==> src/rtl/pong_ball_engine_if.sv <==
// Pause control, paddle geometry and ball/score outputs of the pong ball engine.
// The engine takes the slave view; the driver of paddles and the consumer of the ball take the master view.
interface pong_ball_engine_if;
  logic       enable;
  logic [9:0] Paddle1X;
  logic [9:0] Paddle1Y;
  logic [9:0] Paddle1W;
  logic [9:0] Paddle1L;
  logic [9:0] Paddle2X;
  logic [9:0] Paddle2Y;
  logic [9:0] Paddle2W;
  logic [9:0] Paddle2L;
  logic [9:0] BallX;
  logic [9:0] BallY;
  logic [9:0] BallS;
  logic [3:0] scoreL;
  logic [3:0] scoreR;
  logic [1:0] state;
  logic [1:0] winner;
  logic       resetB;

  modport master (
    output enable,
    output Paddle1X, Paddle1Y, Paddle1W, Paddle1L,
    output Paddle2X, Paddle2Y, Paddle2W, Paddle2L,
    input  BallX, BallY, BallS, scoreL, scoreR, state, winner, resetB
  );

  modport slave (
    input  enable,
    input  Paddle1X, Paddle1Y, Paddle1W, Paddle1L,
    input  Paddle2X, Paddle2Y, Paddle2W, Paddle2L,
    output BallX, BallY, BallS, scoreL, scoreR, state, winner, resetB
  );
endinterface

==> src/rtl/pong_ball_engine.sv <==
// Two-player pong ball engine: one step per frame_clk edge covering motion, wall/paddle bounces,
// goals, scoring, serve delay, rally speed-up and game-over.
module pong_ball_engine #(
  parameter int X_MIN            = 33,
  parameter int X_MAX            = 596,
  parameter int Y_MIN            = 20,
  parameter int Y_MAX            = 461,
  parameter int X_CENTER         = 320,
  parameter int Y_CENTER         = 240,
  parameter int BALL_SIZE        = 4,
  parameter int X_STEP           = 4,
  parameter int SPEED_MAX        = 8,
  parameter int HITS_PER_SPEEDUP = 4,
  parameter int DEFLECT_SHIFT    = 3,
  parameter int SERVE_FRAMES     = 60,
  parameter int WIN_SCORE        = 9
) (
  input  logic              frame_clk,
  input  logic              Reset,
  pong_ball_engine_if.slave bus
);

  typedef enum logic [1:0] {
    ST_SERVE    = 2'b00,
    ST_PLAY     = 2'b01,
    ST_POINT    = 2'b10,
    ST_GAMEOVER = 2'b11
  } state_t;

  localparam int TW = (SERVE_FRAMES > 1) ? $clog2(SERVE_FRAMES) : 1;
  localparam logic [TW-1:0]      TIMER_LAST = TW'(SERVE_FRAMES - 1);
  localparam logic signed [11:0] XMIN_C     = 12'(X_MIN);
  localparam logic signed [11:0] XMAX_C     = 12'(X_MAX);
  localparam logic signed [11:0] YMIN_C     = 12'(Y_MIN);
  localparam logic signed [11:0] YMAX_C     = 12'(Y_MAX);
  localparam logic signed [11:0] SIZE_C     = 12'(BALL_SIZE);
  localparam logic signed [11:0] SMAX_C     = 12'(SPEED_MAX);
  localparam logic signed [11:0] STEP_C     = 12'(X_STEP);
  localparam logic [9:0]         XC_C       = 10'(X_CENTER);
  localparam logic [9:0]         YC_C       = 10'(Y_CENTER);
  localparam logic signed [9:0]  VX_STEP_C  = 10'(X_STEP);
  localparam logic [7:0]         HPS_C      = 8'(HITS_PER_SPEEDUP);
  localparam logic [3:0]         WIN_C      = 4'(WIN_SCORE);

  function automatic logic signed [11:0] zx(input logic [9:0] v);
    return signed'({2'b00, v});
  endfunction

  function automatic logic signed [11:0] sx(input logic signed [9:0] v);
    return signed'({{2{v[9]}}, v});
  endfunction

  state_t            state_q, state_d;
  logic [9:0]        x_q, x_d, y_q, y_d;
  logic signed [9:0] vx_q, vx_d, vy_q, vy_d;
  logic [3:0]        score_l_q, score_l_d, score_r_q, score_r_d;
  logic [7:0]        hits_q, hits_d;
  logic [TW-1:0]     timer_q, timer_d;
  logic [1:0]        winner_q, winner_d;
  logic              resetb_q, resetb_d;

  logic signed [11:0] nx, ny;
  logic [7:0]         hits_inc;
  logic signed [11:0] spd_raw;
  logic signed [9:0]  speed;
  logic signed [9:0]  vy_m, vy_abs;

  assign nx       = zx(x_q) + sx(vx_q);
  assign ny       = zx(y_q) + sx(vy_q);
  assign hits_inc = (hits_q == 8'hFF) ? hits_q : hits_q + 8'd1;
  // Speed is taken from the count including the current hit, so the 4th hit is the first faster return.
  assign spd_raw  = STEP_C + signed'({4'b0000, hits_inc / HPS_C});
  assign speed    = (spd_raw > SMAX_C) ? SMAX_C[9:0] : spd_raw[9:0];

  logic [9:0]        pad_x [2];
  logic [9:0]        pad_y [2];
  logic [9:0]        pad_w [2];
  logic [9:0]        pad_l [2];
  logic              approach [2];
  logic              pad_hit [2];
  logic signed [9:0] pad_vy [2];

  assign pad_x[0]    = bus.Paddle1X;
  assign pad_y[0]    = bus.Paddle1Y;
  assign pad_w[0]    = bus.Paddle1W;
  assign pad_l[0]    = bus.Paddle1L;
  assign pad_x[1]    = bus.Paddle2X;
  assign pad_y[1]    = bus.Paddle2Y;
  assign pad_w[1]    = bus.Paddle2W;
  assign pad_l[1]    = bus.Paddle2L;
  assign approach[0] = (vx_q < 10'sd0);
  assign approach[1] = (vx_q > 10'sd0);

  genvar gi;
  generate
    for (gi = 0; gi < 2; gi++) begin : g_pad
      logic signed [11:0] dy, defl;
      // X overlap uses the next position, Y overlap the current one.
      assign pad_hit[gi] = approach[gi]
                        && (nx - SIZE_C <= zx(pad_x[gi]) + zx(pad_w[gi]))
                        && (nx + SIZE_C >= zx(pad_x[gi]) - zx(pad_w[gi]))
                        && (zx(y_q) - SIZE_C <= zx(pad_y[gi]) + zx(pad_l[gi]))
                        && (zx(y_q) + SIZE_C >= zx(pad_y[gi]) - zx(pad_l[gi]));
      assign dy          = zx(y_q) - zx(pad_y[gi]);
      assign defl        = dy >>> DEFLECT_SHIFT;
      assign pad_vy[gi]  = (defl > SMAX_C)  ? SMAX_C[9:0] :
                           (defl < -SMAX_C) ? 10'(-SMAX_C) : defl[9:0];
    end
  endgenerate

  always_comb begin
    state_d   = state_q;
    x_d       = x_q;
    y_d       = y_q;
    vx_d      = vx_q;
    vy_d      = vy_q;
    score_l_d = score_l_q;
    score_r_d = score_r_q;
    hits_d    = hits_q;
    timer_d   = timer_q;
    winner_d  = winner_q;
    resetb_d  = resetb_q;
    vy_m      = vy_q;
    vy_abs    = vy_q;
    if (bus.enable) begin
      resetb_d = 1'b0;
      unique case (state_q)
        ST_SERVE: begin
          x_d  = XC_C;
          y_d  = YC_C;
          vy_d = '0;
          if (timer_q == TIMER_LAST) begin
            timer_d = '0;
            state_d = ST_PLAY;
          end else begin
            timer_d = timer_q + TW'(1);
          end
        end
        ST_PLAY: begin
          x_d    = nx[9:0];
          vy_m   = pad_hit[0] ? pad_vy[0] : (pad_hit[1] ? pad_vy[1] : vy_q);
          vy_abs = vy_m[9] ? -vy_m : vy_m;
          if (ny - SIZE_C <= YMIN_C) begin
            y_d  = 10'(YMIN_C + SIZE_C);
            vy_d = vy_abs;
          end else if (ny + SIZE_C >= YMAX_C) begin
            y_d  = 10'(YMAX_C - SIZE_C);
            vy_d = -vy_abs;
          end else begin
            y_d  = ny[9:0];
            vy_d = vy_m;
          end
          if (pad_hit[0]) begin
            vx_d   = speed;
            hits_d = hits_inc;
          end else if (pad_hit[1]) begin
            vx_d   = -speed;
            hits_d = hits_inc;
          end else if (nx - SIZE_C <= XMIN_C) begin
            score_r_d = score_r_q + 4'd1;
            resetb_d  = 1'b1;
            state_d   = ST_POINT;
          end else if (nx + SIZE_C >= XMAX_C) begin
            score_l_d = score_l_q + 4'd1;
            resetb_d  = 1'b1;
            state_d   = ST_POINT;
          end
        end
        ST_POINT: begin
          x_d     = XC_C;
          y_d     = YC_C;
          vy_d    = '0;
          hits_d  = '0;
          timer_d = '0;
          // vx still points at the goal that was crossed, i.e. toward the player who conceded.
          vx_d    = vx_q[9] ? -VX_STEP_C : VX_STEP_C;
          if (score_l_q == WIN_C) begin
            winner_d = 2'b01;
            state_d  = ST_GAMEOVER;
          end else if (score_r_q == WIN_C) begin
            winner_d = 2'b10;
            state_d  = ST_GAMEOVER;
          end else begin
            state_d = ST_SERVE;
          end
        end
        ST_GAMEOVER: begin
          x_d = XC_C;
          y_d = YC_C;
        end
      endcase
    end
  end

  always_ff @(posedge frame_clk or posedge Reset) begin
    if (Reset) begin
      state_q   <= ST_SERVE;
      x_q       <= XC_C;
      y_q       <= YC_C;
      vx_q      <= VX_STEP_C;
      vy_q      <= '0;
      score_l_q <= '0;
      score_r_q <= '0;
      hits_q    <= '0;
      timer_q   <= '0;
      winner_q  <= 2'b00;
      resetb_q  <= 1'b0;
    end else begin
      state_q   <= state_d;
      x_q       <= x_d;
      y_q       <= y_d;
      vx_q      <= vx_d;
      vy_q      <= vy_d;
      score_l_q <= score_l_d;
      score_r_q <= score_r_d;
      hits_q    <= hits_d;
      timer_q   <= timer_d;
      winner_q  <= winner_d;
      resetb_q  <= resetb_d;
    end
  end

  assign bus.BallX  = x_q;
  assign bus.BallY  = y_q;
  assign bus.BallS  = 10'(BALL_SIZE);
  assign bus.scoreL = score_l_q;
  assign bus.scoreR = score_r_q;
  assign bus.state  = state_q;
  assign bus.winner = winner_q;
  assign bus.resetB = resetb_q;

endmodule

==> src/flat_wrapper.sv <==
// flat-port wrapper written by rule: the top's interface ports become plain ports
module pong_ball_engine_flat 
#(
  parameter int X_MIN            = 33,
  parameter int X_MAX            = 596,
  parameter int Y_MIN            = 20,
  parameter int Y_MAX            = 461,
  parameter int X_CENTER         = 320,
  parameter int Y_CENTER         = 240,
  parameter int BALL_SIZE        = 4,
  parameter int X_STEP           = 4,
  parameter int SPEED_MAX        = 8,
  parameter int HITS_PER_SPEEDUP = 4,
  parameter int DEFLECT_SHIFT    = 3,
  parameter int SERVE_FRAMES     = 60,
  parameter int WIN_SCORE        = 9
)
  (frame_clk, Reset, bus_enable, bus_Paddle1X, bus_Paddle1Y, bus_Paddle1W, bus_Paddle1L, bus_Paddle2X, bus_Paddle2Y, bus_Paddle2W, bus_Paddle2L, bus_BallX, bus_BallY, bus_BallS, bus_scoreL, bus_scoreR, bus_state, bus_winner, bus_resetB);
  pong_ball_engine_if bus_i ();
  input  logic frame_clk;
  input  logic Reset;
  input wire logic [$bits(bus_i.enable)-1:0] bus_enable;
  input wire logic [$bits(bus_i.Paddle1X)-1:0] bus_Paddle1X;
  input wire logic [$bits(bus_i.Paddle1Y)-1:0] bus_Paddle1Y;
  input wire logic [$bits(bus_i.Paddle1W)-1:0] bus_Paddle1W;
  input wire logic [$bits(bus_i.Paddle1L)-1:0] bus_Paddle1L;
  input wire logic [$bits(bus_i.Paddle2X)-1:0] bus_Paddle2X;
  input wire logic [$bits(bus_i.Paddle2Y)-1:0] bus_Paddle2Y;
  input wire logic [$bits(bus_i.Paddle2W)-1:0] bus_Paddle2W;
  input wire logic [$bits(bus_i.Paddle2L)-1:0] bus_Paddle2L;
  output wire logic [$bits(bus_i.BallX)-1:0] bus_BallX;
  output wire logic [$bits(bus_i.BallY)-1:0] bus_BallY;
  output wire logic [$bits(bus_i.BallS)-1:0] bus_BallS;
  output wire logic [$bits(bus_i.scoreL)-1:0] bus_scoreL;
  output wire logic [$bits(bus_i.scoreR)-1:0] bus_scoreR;
  output wire logic [$bits(bus_i.state)-1:0] bus_state;
  output wire logic [$bits(bus_i.winner)-1:0] bus_winner;
  output wire logic [$bits(bus_i.resetB)-1:0] bus_resetB;
  assign bus_i.enable = bus_enable;
  assign bus_i.Paddle1X = bus_Paddle1X;
  assign bus_i.Paddle1Y = bus_Paddle1Y;
  assign bus_i.Paddle1W = bus_Paddle1W;
  assign bus_i.Paddle1L = bus_Paddle1L;
  assign bus_i.Paddle2X = bus_Paddle2X;
  assign bus_i.Paddle2Y = bus_Paddle2Y;
  assign bus_i.Paddle2W = bus_Paddle2W;
  assign bus_i.Paddle2L = bus_Paddle2L;
  assign bus_BallX = bus_i.BallX;
  assign bus_BallY = bus_i.BallY;
  assign bus_BallS = bus_i.BallS;
  assign bus_scoreL = bus_i.scoreL;
  assign bus_scoreR = bus_i.scoreR;
  assign bus_state = bus_i.state;
  assign bus_winner = bus_i.winner;
  assign bus_resetB = bus_i.resetB;
  pong_ball_engine #(.X_MIN(X_MIN), .X_MAX(X_MAX), .Y_MIN(Y_MIN), .Y_MAX(Y_MAX), .X_CENTER(X_CENTER), .Y_CENTER(Y_CENTER), .BALL_SIZE(BALL_SIZE), .X_STEP(X_STEP), .SPEED_MAX(SPEED_MAX), .HITS_PER_SPEEDUP(HITS_PER_SPEEDUP), .DEFLECT_SHIFT(DEFLECT_SHIFT), .SERVE_FRAMES(SERVE_FRAMES), .WIN_SCORE(WIN_SCORE)) u_core (.frame_clk(frame_clk), .Reset(Reset), .bus(bus_i));
endmodule
==> config.mk <==
export PLATFORM = sky130hd
export DESIGN_NAME = pong_ball_engine_flat
export DESIGN_NICKNAME = d
export VERILOG_FILES = /design/src/rtl/pong_ball_engine_if.sv /design/src/rtl/pong_ball_engine.sv /design/src/flat_wrapper.sv
export SDC_FILE = /design/constraint.sdc
export NUM_CORES = 1
export LEC_CHECK = 0
export ABC_AREA = 1
export CAP_MARGIN = 20
export CORE_ASPECT_RATIO = 1.25
export CORE_MARGIN = 4
export CORE_UTILIZATION = 55
export CTS_CLUSTER_SIZE = 28
export DETAILED_ROUTE_END_ITERATION = 8
export GPL_ROUTABILITY_DRIVEN = 1
export GPL_TIMING_DRIVEN = 0
export HOLD_SLACK_MARGIN = 0.05
export PLACE_DENSITY = 0.78
export SYNTH_ARGS = -nofsm -noshare
export SYNTH_HDL_FRONTEND = slang
export SYNTH_SLANG_ARGS = --single-unit
==> constraint.sdc <==
create_clock -name frame_clk -period 7.6 [get_ports frame_clk]
set_input_delay 2.28 -clock frame_clk [delete_from_list [all_inputs] [get_ports frame_clk]]
set_output_delay 2.28 -clock frame_clk [all_outputs]
set_load 0.03 [all_outputs]
Yosys cells after proc, flatten, opt, wreduce, memory -nomap -nowiden
Cells that the tools add are included.

$add $sub $neg: 26. $lt $le $gt $ge: 19. Eq/ne operators: 12. Muxes and demuxes: 40. Bitwise logic cells: 3. Reduce and logical (&&, ||, !) cells: 23.

Operator list (count): 10-bit 2-to-1 mux (15); 10-bit one-hot mux with 2 select lines (4); 10-bit by 10-bit subtractor with 11-bit output (6); 12-bit greater-or-equal comparator (4); 12-bit <= comparator (4); 10-bit by 10-bit adder with 11-bit output (4); 10-bit negator (3); 11-bit by 10-bit adder with 12-bit output (2); 12-bit by 4-bit adder with 12-bit output (second input constant) (2); 8-bit 2-to-1 mux (3); 12-bit by 4-bit subtractor with 12-bit output (second input constant) (2); 2-bit 2-to-1 mux (9); 8-bit by 5-bit > comparator with 1-bit output (second input constant) (2); 8-bit by 4-bit less-than comparator with 1-bit output (second input constant) (2); 8-bit one-hot mux with 2 select lines (1); 12-bit by 10-bit greater-or-equal comparator with 1-bit output (second input constant) (1); 12-bit by 11-bit greater-or-equal comparator with 1-bit output (second input constant) (1); 12-bit by 5-bit > comparator with 1-bit output (second input constant) (1); 12-bit by 6-bit <= comparator with 1-bit output (second input constant) (1); 12-bit by 7-bit <= comparator with 1-bit output (second input constant) (1); 6-bit one-hot mux with 2 select lines (1); 6-bit AND reduction (2); 10-bit by 3-bit adder with 11-bit output (second input constant) (1); 10-bit by 3-bit subtractor with 11-bit output (second input constant) (1); other kinds (27) (50).

Register bits: 67. Bits of input ports: 83. Output and inout bits: 43. Word-level logic and storage cells: 134.

Longest topological paths before layout
Word-level depth: 15. Gate-level depth with buffers: 40. Depth with buffers taken out: 40.

Worst setup path before layout
No wires, ideal clock.

Kind: input to register. Start point: in bus_Paddle2L[2]. End point: reg u_core.vy_q[9]. Library setup time: 0.117 ns. Data arrival time: 6.055 ns. Required time: 7.483 ns. Setup slack: 1.429 ns. Stages on the path: 35. Path buffers: 0. Cell sequence: inv_1 -> ha_1 -> inv_1 -> a221o_1 -> a21oi_1 -> o21bai_1 -> a21oi_1 -> o21bai_1 -> a21o_1 -> a21oi_1 -> xor2_1 -> ha_1 -> nand2_1 -> inv_1 -> nand2_1 -> nor3_1 -> a2111oi_0 -> nand3_1 -> nand3_1 -> nor2_1 -> nand2_4 -> nand2_1 -> nand2_1 -> nand2_4 -> nand2_4 -> inv_2 -> nand2_2 -> nor2_4 -> nand2_2 -> nand2_1 -> nand3_1 -> nand2_1 -> nand2_1 -> nand2_1 -> nand2_1.

Word-level cells in the longest chain between the ends: 12. Elaborated cells between the ends (all ways): 14. Those cells by class: 4 x add/sub; 2 x order compare; 6 x mux; 2 x reduce/logical.

RTL lines: from (decl) (RTL line flat_wrapper.sv:30) `input wire logic [$bits(bus_i.Paddle2L)-1:0] bus_Paddle2L;`; 10-bit by 10-bit adder with 11-bit output (RTL line pong_ball_engine.sv:102) `&& (zx(y_q) - SIZE_C <= zx(pad_y[gi]) + zx(pad_l[gi]))`; 12-bit <= comparator (RTL line pong_ball_engine.sv:102); 1-bit logical AND (RTL line pong_ball_engine.sv:102); 1-bit logical AND (*) (RTL line pong_ball_engine.sv:103) `&& (zx(y_q) + SIZE_C >= zx(pad_y[gi]) - zx(pad_l[gi]));`; 10-bit 2-to-1 mux (*) (2 in a row) (RTL line pong_ball_engine.sv:141) `vy_m = pad_hit[0] ? pad_vy[0] : (pad_hit[1] ? pad_vy[1] : vy_q);`; 10-bit negator (RTL line pong_ball_engine.sv:142) `vy_abs = vy_m[9] ? -vy_m : vy_m;`; 10-bit 2-to-1 mux (RTL line pong_ball_engine.sv:142); 10-bit negator (RTL line pong_ball_engine.sv:148) `vy_d = -vy_abs;`; 10-bit 2-to-1 mux (RTL line pong_ball_engine.sv:146) `end else if (ny + SIZE_C >= YMAX_C) begin`; 10-bit 2-to-1 mux (*) (RTL line pong_ball_engine.sv:143) `if (ny - SIZE_C <= YMIN_C) begin`; 10-bit one-hot mux with 2 select lines (*) (RTL line pong_ball_engine.sv:127) `unique case (state_q)`; to (signal assigned) (RTL line pong_ball_engine.sv:213) `vy_q <= vy_d;`; to (decl) (RTL line pong_ball_engine.sv:55) `logic signed [9:0] vx_q, vx_d, vy_q, vy_d;`.

Mark *: on every way between the ends. The rest lies on a longest branch, timed or not. A chain may end at the register's enable or synchronous reset.

Worst setup path after layout
Start point: in bus_Paddle2L[2]. End point: reg u_core.vy_q[7].

The elaborated chain is that of the path after synthesis.

==> results.ini <==
[status]
status=finished, final reports clean

[sta]
finalCriticalPeriod_ns=7.02
worst-slew-pin-transition_ns=0.872
finalHoldViolations=0
slew_viol_final=0
fin_skew_ns=0.00451
fmax_mhz=143
rsz0062_at_grt=no
setup_viol_count_final=0
setup_tns_ns=0
fin_crit_sh_pct=92.3
slew_headroom_pct=41.9

[route]
drt_wl_total_um=32800
first_pass_iters=5
drc=0
viasPerCell=5.45
drt_iter0_drc=523
post_drt_wl_per_cell_um=15.0
num_vias=11900
ant_nets=0

[setup_path]
r2r_start=u_core.vx_q[0]
rrSetupSlack_ns=2.30
critical_path.max_stage_delay_ns=0.49
ff2ff_path_depth=31
path_common_cell=nand2_1
start_kind=primary input
critPathArrivalTime_ns=7.24
r2r_end=u_core.vy_q[7]
path_class=primary input to register
critPathSlowestCell=clkdlybuf4s50_1
crit_fanout=10
cp-end-kind=register
required_ns=7.83

[global_route]
grt-ovfl-total=0
grt_max_degree=68
grt_pass1_wl_um=53300
grt_usage_pct=26.1
first_global_vias=11700
antenna_found_initial=0

[min_path]
min_path_cells=1
hp-class=register to register
hold_path.startpoint=u_core.bus.winner[0]
hold_end=u_core.bus.winner[0]

[synth]
yosysTopAreaCell=ha_1
synth_area_leaders=ha_1 24%, dfrtp_1 12%, nand2_1 11%, inv_1 9.4%, xor2_1 7.0%
ys_seq_area_share_pct=14.0
async_reset_ff_share_pct=100
syn_area_sq_um=12100
synth_edf_count=0
syn_area_per_cell_sq_um=6.83
syn_inst=1767
ys_warn_count=0
synthFlopType=dfrtp_1
netlist-cell-type-count=62
ys_seq_elements=67
synth_top_area_share_pct=23.5

[cts]
cts.sinks=67
h-tree-depth=3
ctsHoldBuffers=0
cts_root_buf=clkbuf_16
path_clk_slew_ns=0.06
max-clock-path-buffers=2
cts_tree=built
post-cts-setup-buffer-count=0
cts_buffers=9
clk_latency_ns=0.34

[run]
max_cap_violations=0

[final_layout]
n_fill_cell=1991
diodes=0
layout_commonest_cell=nand2_1
final_cell_mix=346 x nand2_1, 301 x inv_1, 227 x ha_1
nNetsFinal=2221
area_growth_syn_to_layout_pct=14.9
register_area_sq_um=1690
drive_above_1_share_pct=5.83
multi_input_area_sq_um=9100

[floorplan]
coreArea_sq_um=21500
rows=60
die_area_sq_um=24400
start_util_pct=56.0
ioPinCount=126
die_w_um=141
fp.dieH_um=174

[place]
port_buffers=115
dpl.hpwl_um=27300
place.gp.congestion=0.944

## registers in the layout, summed over array words and instances (netlist names)
name	flops
u_core.hits_q	8
u_core.bus.winner	2
u_core.bus.state	2
u_core.vy_q	10
u_core.bus.resetB	1
u_core.bus.scoreR	4
u_core.timer_q	6
u_core.vx_q	10
u_core.bus.scoreL	4
u_core.bus.BallX	10
u_core.bus.BallY	10
## what timing repair did
item / 4_1_cts / 5_1_grt
resized for setup: 0 / 1
endpoints found under the setup margin: 0 / 6
hold endpoints to repair: 0 / 0
## worst max-delay path: cells and delay by family
kind	cells	cell delay (ns)
fa+ha+maj	2	0.68
simple gates	17	1.97
compound gates	9	1.42
xor+xnor	1	0.09
buf+inv	5	0.79
## metrics by stage
step                hold slack [ns]  std cells  util (%)  instance area (sq um)  setup WS, ns
floorplan                     0.465       1775         -                  12100          1.43
global placement              0.482       2169      63.1                  13600         0.283
detailed placement            0.482       2169      63.2                  13600         0.211
CTS                           0.496       2184      64.4                  13900         0.507
global route                  0.509       2184      64.4                  13900         0.121
finish                        0.491       2184      64.4                  13900         0.584
## synth_stat cells, drive strengths merged, types with 4 or more instances
cell    instances
buf            12
a31oi           5
ha            227
clkinv          4
nor3           24
o21ai          80
dfstp           7
fa             10
nor4           12
a211oi          7
nand3         126
a21oi         136
nand4          32
o21a            4
inv           314
or2             5
a21o           10
nand2         378
clkbuf         10
o21bai         37
o22ai          11
dfrtp          60
xnor2          11
nor2          108
xor2           98
## cell families after synthesis
| family | share of synthesized area, % |
|---|---|
| and+or+nand+nor | 26.2 |
| buffers and inverters | 11.0 |
| AOI/OAI and AO/OA | 15.6 |
| adders and majority gates | 25.2 |
| xor gates and xnor gates | 7.97 |
| DFF | 14.0 |
| other | 0.0622 |
| muxes | 0.0829 |
## layout make-up
class | count | share of cell area, %
Inverter | 318 | 8.64
Timing Repair Buffer | 115 | 8.29
Tap cell | 279 | 2.52
Clock buffer | 10 | 1.72
Multi-Input combinational cell | 1368 | 65.6
Buffer | 22 | 0.910
Sequential cell | 67 | 12.1
Clock inverter | 5 | 0.216
## per-layer routing
metal  vias to the layer above  global-route usage, %  routed length, um
met5                         -                      0                  0
met4                         0                   12.5               1460
met3                        78                   2.07               1360
met2                       310                   51.4              17200
met1                      5433                   27.3              12800
li1                       6080                      -                  -
## how the worst max path moves through the flow
stage                    startpoint              to
floorplan           bus_Paddle2L[2]  u_core.vy_q[9]
global placement    bus_Paddle2L[2]  u_core.vy_q[9]
detailed placement  bus_Paddle2L[2]  u_core.vy_q[9]
CTS                 bus_Paddle2L[2]  u_core.vy_q[7]
global route        bus_Paddle2W[2]  u_core.vy_q[6]
finish              bus_Paddle2L[2]  u_core.vy_q[7]
Power is not shown: default switching activity piles up to over one toggle a cycle in this logic, so the estimate is an artifact.
